$ cat src/rtl/spatz_pkg.sv
// +----------------------------------------------------------------------------+
// | spatz_pkg                                                                  |
// | Shared vector-register-file geometry and data types.                       |
// | Revision: 1.0                                                              |
// +----------------------------------------------------------------------------+
`default_nettype none

package spatz_pkg;

    localparam int unsigned NRVREG = 32;

    // Upper bits select the register, lower bits the element within it.
    typedef logic [9:0]  vreg_addr_t;
    typedef logic [31:0] vreg_data_t;

endpackage

`default_nettype wire

$ cat src/rtl/fifo_v3.sv
// +----------------------------------------------------------------------------+
// | fifo_v3                                                                    |
// | Power-of-two depth synchronous FIFO with flush, common_cells port names.   |
// | Revision: 1.0                                                              |
// +----------------------------------------------------------------------------+
`default_nettype none

module fifo_v3 #(
    parameter int unsigned DATA_WIDTH = 32,
    parameter int unsigned DEPTH      = 8
) (
    input  logic                  clk_i,
    input  logic                  rst_ni,
    input  logic                  flush_i,
    output logic                  full_o,
    output logic                  empty_o,
    input  logic [DATA_WIDTH-1:0] data_i,
    input  logic                  push_i,
    output logic [DATA_WIDTH-1:0] data_o,
    input  logic                  pop_i
);

    localparam int unsigned         c_addr_w  = (DEPTH > 1) ? $clog2(DEPTH) : 1;
    localparam logic [c_addr_w:0]   c_depth   = (c_addr_w + 1)'(DEPTH);
    localparam logic [c_addr_w:0]   c_cnt_one = (c_addr_w + 1)'(1);
    localparam logic [c_addr_w-1:0] c_ptr_one = c_addr_w'(1);

    logic [DATA_WIDTH-1:0] r_mem [DEPTH];
    logic [c_addr_w-1:0]   r_rd_ptr;
    logic [c_addr_w-1:0]   r_wr_ptr;
    logic [c_addr_w:0]     r_count;
    logic                  w_push;
    logic                  w_pop;

    assign full_o  = (r_count == c_depth);
    assign empty_o = (r_count == '0);
    assign w_push  = push_i & ~full_o;
    assign w_pop   = pop_i & ~empty_o;
    assign data_o  = r_mem[r_rd_ptr];

    always_ff @(posedge clk_i or negedge rst_ni) begin
        if (!rst_ni) begin
            r_rd_ptr <= '0;
            r_wr_ptr <= '0;
            r_count  <= '0;
        end else if (flush_i) begin
            r_rd_ptr <= '0;
            r_wr_ptr <= '0;
            r_count  <= '0;
        end else begin
            if (w_push) r_wr_ptr <= r_wr_ptr + c_ptr_one;
            if (w_pop)  r_rd_ptr <= r_rd_ptr + c_ptr_one;
            case ({w_push, w_pop})
                2'b10:   r_count <= r_count + c_cnt_one;
                2'b01:   r_count <= r_count - c_cnt_one;
                default: r_count <= r_count;
            endcase
        end
    end

    // Storage carries no reset; consumers only look at it while non-empty.
    always_ff @(posedge clk_i) begin
        if (w_push && !flush_i) r_mem[r_wr_ptr] <= data_i;
    end

endmodule

`default_nettype wire

$ cat src/rtl/spatz_vrf_read_streamer.sv
// +----------------------------------------------------------------------------+
// | spatz_vrf_read_streamer                                                    |
// | Streams consecutive VRF elements through one read port into a FIFO.        |
// | Revision: 1.0                                                              |
// +----------------------------------------------------------------------------+
`default_nettype none

module spatz_vrf_read_streamer
    import spatz_pkg::*;
#(
    parameter int unsigned FIFO_DEPTH = 2
) (
    input  logic                                                  clk_i,
    input  logic                                                  rst_i,
    input  logic                                                  req_valid_i,
    output logic                                                  req_ready_o,
    input  logic [$clog2(NRVREG)-1:0]                             req_vreg_i,
    input  logic [$bits(vreg_addr_t)-$clog2(NRVREG)-1:0]          req_elem_i,
    input  logic [$bits(vreg_addr_t)-$clog2(NRVREG)+3:0]          req_len_i,
    output vreg_addr_t                                            raddr_o,
    output logic                                                  re_o,
    input  vreg_data_t                                            rdata_i,
    input  logic                                                  rvalid_i,
    output vreg_data_t                                            data_o,
    output logic                                                  data_last_o,
    output logic                                                  data_valid_o,
    input  logic                                                  data_ready_i,
    input  logic                                                  flush_i,
    output logic                                                  busy_o
);

    localparam int unsigned c_vreg_idx_w = $clog2(NRVREG);
    localparam int unsigned ElemIdxW     = $bits(vreg_addr_t) - c_vreg_idx_w;
    localparam int unsigned c_len_w      = ElemIdxW + 4;
    localparam int unsigned c_data_w     = $bits(vreg_data_t);
    localparam int unsigned c_payload_w  = c_data_w + 1;

    localparam logic [c_vreg_idx_w-1:0] c_vreg_one = c_vreg_idx_w'(1);
    localparam logic [ElemIdxW-1:0]     c_elem_one = ElemIdxW'(1);
    localparam logic [c_len_w-1:0]      c_len_one  = c_len_w'(1);

    localparam logic [0:0] IDLE  = 1'b0;
    localparam logic [0:0] FETCH = 1'b1;

    logic [0:0]              r_state;
    logic [c_vreg_idx_w-1:0] r_vreg;
    logic [ElemIdxW-1:0]     r_elem;
    logic [c_len_w-1:0]      r_remaining;

    logic                    w_full;
    logic                    w_empty;
    logic                    w_done;
    logic                    w_push;
    logic                    w_pop;
    logic [c_payload_w-1:0]  w_push_data;
    logic [c_payload_w-1:0]  w_fifo_out;

    // re_o depends only on registered state, never on data_ready_i.
    assign re_o        = (r_state == FETCH) && !w_full;
    assign w_done      = re_o && rvalid_i;
    assign w_push      = w_done && !flush_i;
    assign w_push_data = {(r_remaining == c_len_one), rdata_i};
    assign w_pop       = data_valid_o && data_ready_i;

    assign req_ready_o  = (r_state == IDLE);
    assign raddr_o      = {r_vreg, r_elem};
    assign data_valid_o = !w_empty;
    assign data_o       = data_valid_o ? w_fifo_out[c_data_w-1:0] : '0;
    assign data_last_o  = data_valid_o & w_fifo_out[c_payload_w-1];
    assign busy_o       = (r_state != IDLE) || !w_empty;

    always_ff @(posedge clk_i or posedge rst_i) begin
        if (rst_i) begin
            r_state     <= IDLE;
            r_vreg      <= '0;
            r_elem      <= '0;
            r_remaining <= '0;
        end else if (flush_i) begin
            r_state     <= IDLE;
            r_remaining <= '0;
        end else begin
            case (r_state)
                IDLE: begin
                    // Zero-length requests are accepted and dropped.
                    if (req_valid_i && (req_len_i != '0)) begin
                        r_vreg      <= req_vreg_i;
                        r_elem      <= req_elem_i;
                        r_remaining <= req_len_i;
                        r_state     <= FETCH;
                    end
                end
                FETCH: begin
                    if (w_done) begin
                        r_elem      <= r_elem + c_elem_one;
                        if (r_elem == '1) r_vreg <= r_vreg + c_vreg_one;
                        r_remaining <= r_remaining - c_len_one;
                        if (r_remaining == c_len_one) r_state <= IDLE;
                    end
                end
                default: r_state <= IDLE;
            endcase
        end
    end

    fifo_v3 #(
        .DATA_WIDTH (c_payload_w),
        .DEPTH      (FIFO_DEPTH)
    ) u_buffer (
        .clk_i   (clk_i),
        .rst_ni  (~rst_i),
        .flush_i (flush_i),
        .full_o  (w_full),
        .empty_o (w_empty),
        .data_i  (w_push_data),
        .push_i  (w_push),
        .data_o  (w_fifo_out),
        .pop_i   (w_pop)
    );

endmodule

`default_nettype wire

$ cat config.mk
export PLATFORM = sky130hd
export DESIGN_NAME = spatz_vrf_read_streamer
export DESIGN_NICKNAME = d
export VERILOG_FILES = /design/src/rtl/spatz_pkg.sv /design/src/rtl/fifo_v3.sv /design/src/rtl/spatz_vrf_read_streamer.sv
export SDC_FILE = /design/constraint.sdc
export NUM_CORES = 1
export LEC_CHECK = 0
export CAP_MARGIN = 20
export CORE_MARGIN = 2
export CORE_UTILIZATION = 49
export DETAILED_ROUTE_END_ITERATION = 12
export GPL_TIMING_DRIVEN = 1
export PLACE_DENSITY = 0.77
export SLEW_MARGIN = 20
export SYNTH_ARGS = -nofsm -noshare
export SYNTH_HDL_FRONTEND = slang
export SYNTH_SLANG_ARGS = --single-unit
$ cat constraint.sdc
create_clock -name clk_i -period 3.4 [get_ports clk_i]
set_input_delay 1.02 -clock clk_i [delete_from_list [all_inputs] [get_ports clk_i]]
set_output_delay 1.02 -clock clk_i [all_outputs]
set_load 0.1 [all_outputs]
==> results of run 1 <==
==> critical path, delay by kind of cell <==
kind                   cells  cell delay (ns)
buffers and inverters      2             0.71
AOI/OAI and AO/OA          3             0.83
and+or+nand+nor            1             0.59
==> cell type report <==
class,count,share of cell area (%)
Clock buffer,10,2.16
Clock inverter,6,1.53
Inverter,11,0.700
Multi-Input combinational cell,197,25.0
Sequential cell,90,43.8
Tap cell,105,2.23
Timing Repair Buffer,116,24.6
==> per-layer routing <==
metal,vias to the layer above,global-route usage [%]
li1,1412,-
met1,1485,28.0
met2,102,36.2
met3,2,4.03
met4,0,5.19
met5,-,0
==> per-stage QoR <==
step	area (um2)	setup WS [ns]	util (%)	total power [mW]	std cells
2_1_floorplan	4150	0.0754	-	1.91	316
3_3_place_gp	5680	0.226	69.8	2.18	519
4_1_cts	5900	0.503	72.5	2.97	535
5_1_grt	5900	0.434	72.5	3.06	535
6_report	5900	0.488	72.5	2.96	535
3_5_place_dp	5680	0.130	69.8	2.19	519
==> flip-flops by register name, summed over array words and instances (netlist names) <==
register	count
r_elem	5
r_remaining	9
r_state	1
r_vreg	5
u_buffer.r_count	2
u_buffer.r_mem	66
u_buffer.r_rd_ptr	1
u_buffer.r_wr_ptr	1
==> how the worst max path moves through the flow <==
stage / slack, ns / end / cells after the start / from
floorplan: 0.08 / u_buffer.r_mem[0][0] / 3 / flush_i
detailed placement: 0.13 / r_elem[2] / 6 / req_len_i[2]
global route: 0.43 / r_elem[2] / 6 / req_len_i[2]
finish: 0.49 / r_elem[2] / 6 / req_len_i[2]
CTS: 0.50 / r_elem[2] / 6 / req_len_i[2]
global placement: 0.23 / r_elem[2] / 6 / req_len_i[2]
==> kinds of logic (layout without fill, tap and decap cells) <==
logic type | after synthesis | after routing | synth area share (%)
adder cells (fa/ha/maj) | 5 | 5 | 1.54
AND/OR/NAND/NOR | 95 | 95 | 10.9
AO/OA/AOI/OAI | 54 | 54 | 10.8
multiplexers | 40 | 40 | 9.98
buffers and inverters | 29 | 143 | 2.77
flip-flops | 90 | 90 | 63.4
XOR/XNOR | 3 | 3 | 0.645
==> cell usage in the layout (no fill, tap or decap), drive strengths merged, types with 5 or more instances in the layout <==
cell type | synthesis | final
edfxtp | 66 | 66
nand2 | 13 | 13
nor2 | 45 | 45
and3 | 5 | 5
a221oi | 5 | 5
a2bb2oi | 6 | 6
o21ai | 5 | 5
buf | 4 | 60
clkbuf | 14 | 10
mux2 | 5 | 5
nand4 | 6 | 6
clkdlybuf4s50 | 0 | 56
a21oi | 7 | 7
mux2i | 35 | 35
inv | 11 | 12
dfrtp | 24 | 24
nand3 | 9 | 9
ha | 5 | 5
==> where the power goes <==
group	leakage, nW	internal, mW	switching, mW
sequential	0.894	1.24	0.0666
combinational	1.08	0.282	0.584
clock	0.102	0.417	0.369
==> summary.txt, run 1 <==
Crit. End Element -> register
Fin. Hold Viols -> 0
Via count -> 3,001
Number of enable flip-flop cells after synthesis -> 66
DIE HEIGHT -> 95.2 um
Critical Path RT -> 3.63 ns
Post-CTS Resized -> 0
Startpoint Class -> input port
Critical Path Max Stage Delay -> 0.59 ns
GRT Total Usage -> 21.2%
Slowest CP cell -> or4_4
Wire length on met3 -> 512 um
Largest net degree at the start of global routing -> 28
Most frequent cell after synthesis -> edfxtp_1
Cell leakage power -> 2.07 nW
Global-route wire length before repair -> 14,900 um
Final min period -> 2.91 ns
RSZ-0062 raised after global routing -> no
Initial Util -> 50.1%
Drt first pass iters -> 4
Seq/Total Area, Yosys -> 63.4%
Hold Path Cell Cnt -> 1
Post-synthesis cell count -> 316
Flops & latches, synth -> 90
Slew margin rel. -> 53.4%
Outcome -> finished clean
Drt total wl -> 9140 um
CTS tree -> built
Pwr/cell area -> 502 nW/um2
Met2 routed WL -> 4760 um
Final Skew -> 0.0111 ns
Hold Worst Slack -> 0.562 ns
Fin crit share -> 85.7%
Initial antenna violation count -> 0
Final HPWL DP -> 6370 um
Max Cap Viol -> 0
FF-to-FF path depth -> 6
Syn nets -> 378
WL per Instance -> 17.1 um
Filler cells -> 524
Num CTS Buffers -> 9
Max Root-Sink Buffers -> 2
Multi-input logic area -> 1480 um2
Clock Pin Slew Worst Setup and Hold Paths -> 0.09 ns
Synthesized area -> 4070 um2
# nets final -> 487
WS Path Type -> input port to register
Initial DRC count -> 190
Top_reg_cell synth -> edfxtp_1
Congestion Overflow GR -> 0
Ant. Diodes -> 0
Maximum clock frequency -> 0.343 GHz
Hold crit path type -> register to register
Core footprint -> 8130 um2
# DRC -> 0
Worst-path maximum fanout -> 15
Routed Antenna Nets -> 0
Hold worst-path end -> r_elem[4]
Area grow syn2layout -> 44.8%
Reg-to-Reg End -> r_elem[1]
Worst-Margin Slew -> 0.692 ns
Peak supply drop -> 435 uV
IO Pins -> 104
Vias per cell -> 5.61
Max layer used -> met4
TNS Setup -> 0 ns
RR Startpoint -> r_state
M1 wire length -> 3840 um
Crit path DAT -> 3.15 ns
FF/Latch Area -> 2580 um2
Synth Warn # -> 0
R2R Setup Slk -> 0.95 ns
Die Width -> 95.2 um
Buffers on Ports -> 103
Asr flop ratio synth -> 26.7%
Leading area contributor after synthesis -> edfxtp_1
H-tree depth -> 3
Clk_lat worst skew -> 0.35 ns
Cell variety after synth -> 48
Hold buffer count at cts -> 0
Crit-path cells -> clkdlybuf4s50_1 > or4_4 > o41ai_4 > buf_4 > a2111oi_1 > a2111o_1
Final setup violation count -> 0
Clock root buffer -> clkbuf_8
Commonest cells post-synth -> edfxtp_1, nor2_1, mux2i_1, dfrtp_1, clkbuf_1
FP Rows -> 33
Ratio of cells with drive above 1 in the final layout -> 27.0%
Worst hold start -> r_elem[4]
Placer Congestion -> 0.900
Synth top area share -> 48.7%
DIE AREA -> 9060 um2
Post-CTS Setup Repair Bufs -> 0
Final Max Tran Viols -> 0
Sink Count -> 90
Vias in the first global route -> 3,057
Syn_area_per_cell -> 12.9 um2
Synth area leaders -> edfxtp_1, dfrtp_1, mux2i_1
(Power assumes the default switching activity.)
==> run 2: changes to the inputs <==
- clock period: 3.4 -> 2.8 ns (I/O delays scaled with it)
==> run 2 against run 1 <==
Compared with the run above:
- register-to-register slack worse by 0.31 ns
- first-iteration DRC count down 24%
- clock power up 21%
- cell area up 4.2%
- count of clock-buffer cells in the layout unchanged
- utilization up 3.0 points
- wire length up 0.45%
- power up 23%
- worst setup slack worse by 0.27 ns
- critical endpoint is now r_remaining[5]
- largest power group unchanged
==> summary.txt, run 2 (synthesized netlist as in run 1, its figures left out) <==
# DRC -> 0 (unchanged)
WS Path Type -> input port to register
Commonest cells after routing, fill and taps aside -> edfxtp_1, clkdlybuf4s50_1, buf_12
Fin crit share -> 92.3%
Max Root-Sink Buffers -> 2 (unchanged)
Global-route wire length before repair -> 14,500 um (-2.6%)
TNS Setup -> 0 ns (unchanged)
Sink Count -> 90 (unchanged)
Initial antenna violation count -> 0 (unchanged)
Reg-to-Reg End -> r_elem[0]
Outcome -> finished clean
Placer Congestion -> 0.876 (-2.6%)
DIE AREA -> 9060 um2 (unchanged)
Post-DP Area -> 5930 um2 (+4.4%)
WL per Instance -> 17.0 um (-0.67%)
Final setup violation count -> 0 (unchanged)
Clk_lat worst skew -> 0.36 ns (about the same)
Vias in the first global route -> 2,936 (-4.0%)
R2R Setup Slk -> 0.64 ns (-0.31 ns)
Buffers on Ports -> 103 (unchanged)
Core footprint -> 8130 um2 (unchanged)
Hold buffer count at cts -> 0 (unchanged)
CP top delay family -> compound AO/OA/AOI/OAI gates
Startpoint Class -> input port
Largest register by flop count -> u_buffer.r_mem
RSZ-0062 raised after global routing -> no
Crit path DAT -> 2.87 ns (-0.28 ns)
CP bufs+invs -> 2 (unchanged)
IO Pins -> 104 (unchanged)
CTS tree -> built
Drt first pass iters -> 4 (unchanged)
Final Skew -> 0.0123 ns (+0.00121 ns)
Design Area, Final -> 6140 um2 (+4.2%)
Crit. path cell count -> 6 (unchanged)
Worst-Margin Slew -> 0.685 ns (-0.00735 ns)
Post-route setup slack -> 0.216 ns (-0.272 ns)
Initial Util -> 50.1% (unchanged)
Initial DRC count -> 144 (-24%)
Crit-path cells -> clkdlybuf4s50_1 > or4_4 > buf_4 > o41a_1 > o32ai_1 > o2bb2ai_1
Ratio of cells with drive above 1 in the final layout -> 28.0% (+1.0 points)
Hold crit path type -> register to register
Vias per cell -> 5.59 (-0.35%)
Critical Path Start -> req_len_i[2]
H-tree depth -> 3 (unchanged)
Peak supply drop -> 433 uV (-0.49%)
Area grow syn2layout -> 50.9%
Max reg flops -> 66 (unchanged)
Final Util -> 75.5% (+3.0 points)
GRT Total Usage -> 21.1% (-0.049 points)
Critical Path End -> r_remaining[5]
Hold Worst Slack -> 0.537 ns (-0.0251 ns)
Max Cap Viol -> 0 (unchanged)
Cell leakage power -> 2.14 nW (+3.0%)
Worst-path maximum fanout -> 6 (-9)
Num CTS Buffers -> 9 (unchanged)
Crit. End Element -> register
Critical Path RT -> 3.08 ns (-0.55 ns)
DIE HEIGHT -> 95.2 um (unchanged)
FF-to-FF path depth -> 4 (-2)
Critical Path Max Stage Delay -> 0.57 ns (-0.02 ns)
Via count -> 3,024 (+0.77%)
Slew margin rel. -> 53.9% (+0.49 points)
Ant. Diodes -> 0 (unchanged)
Clock root buffer -> clkbuf_8
Final HPWL DP -> 6540 um (+2.7%)
Congestion Overflow GR -> 0 (unchanged)
Routed Antenna Nets -> 0 (unchanged)
Final min period -> 2.58 ns
Largest net degree at the start of global routing -> 36 (+29%)
Clock Pin Slew Worst Setup and Hold Paths -> 0.08 ns (about the same)
Fin. Hold Viols -> 0 (unchanged)
Maximum clock frequency -> 0.387 GHz
Post-CTS Setup Repair Bufs -> 0 (unchanged)
Die Width -> 95.2 um (unchanged)
Top flop regs -> u_buffer.r_mem x66, r_remaining x9
RR Startpoint -> r_state
Pwr/cell area -> 590 nW/um2 (+18%)
Drt total wl -> 9180 um (+0.45%)
Final Max Tran Viols -> 0 (unchanged)
Post-CTS Resized -> 0 (unchanged)
Slowest CP cell -> or4_4
# nets final -> 493 (+1.2%)
Most common cell after layout, fill and taps aside -> edfxtp_1
Setup WS pre-CTS -> -0.144 ns (-0.274 ns)
FP Rows -> 33 (unchanged)
run 2: cell count changes in the layout (fill, tap and decap cells not counted):
cell / delta
buf_12: +5
buf_4: +1
clkinv_4: +1
clkinvlp_4: -1
inv_6: +1
inv_8: -1
nor2_2: -28
nor2_4: +28
run 2: through the flow:
step / std cells / power (mW)
2_1_floorplan: 316 / 2.34
3_3_place_gp: 525 / 2.69
3_5_place_dp: 525 / 2.70
4_1_cts: 541 / 3.65
5_1_grt: 541 / 3.75
6_report: 541 / 3.63
run 2: worst min path at each step:
stage / start / endpoint / slack (ns) / cells past startpoint
after global placement: r_remaining[5] / r_remaining[5] / 0.51 / 1
after detailed placement: r_remaining[5] / r_remaining[5] / 0.51 / 1
final: r_remaining[5] / r_remaining[5] / 0.54 / 1
after global routing: r_remaining[5] / r_remaining[5] / 0.56 / 1
after CTS: r_remaining[5] / r_remaining[5] / 0.53 / 1
after floorplan: r_remaining[5] / r_remaining[5] / 0.48 / 1
run 2: layout make-up:
class	count	area (um2)
timing repair buffer	122	1560
tap	105	131
clock buffer	10	128
clock inverter	6	88.8
inverter	11	41.3
fill	504	1990
multi-input combinational	197	1620
sequential	90	2580
run 2: metal layers:
layer  wire, um  vias to the layer above  GRT usage (%)
met4        151                        0           7.97
met5          0                        -              0
met3        560                       14           3.72
met2       4690                      120           35.5
met1       3780                     1454           27.4
li1           -                     1436              -
run 2: report_power, final:
group	internal, mW	total [mW]	switching, mW
clock network	0.505	0.952	0.447
registers	1.51	1.58	0.0756
logic	0.365	1.09	0.730
total	2.38	3.63	1.25
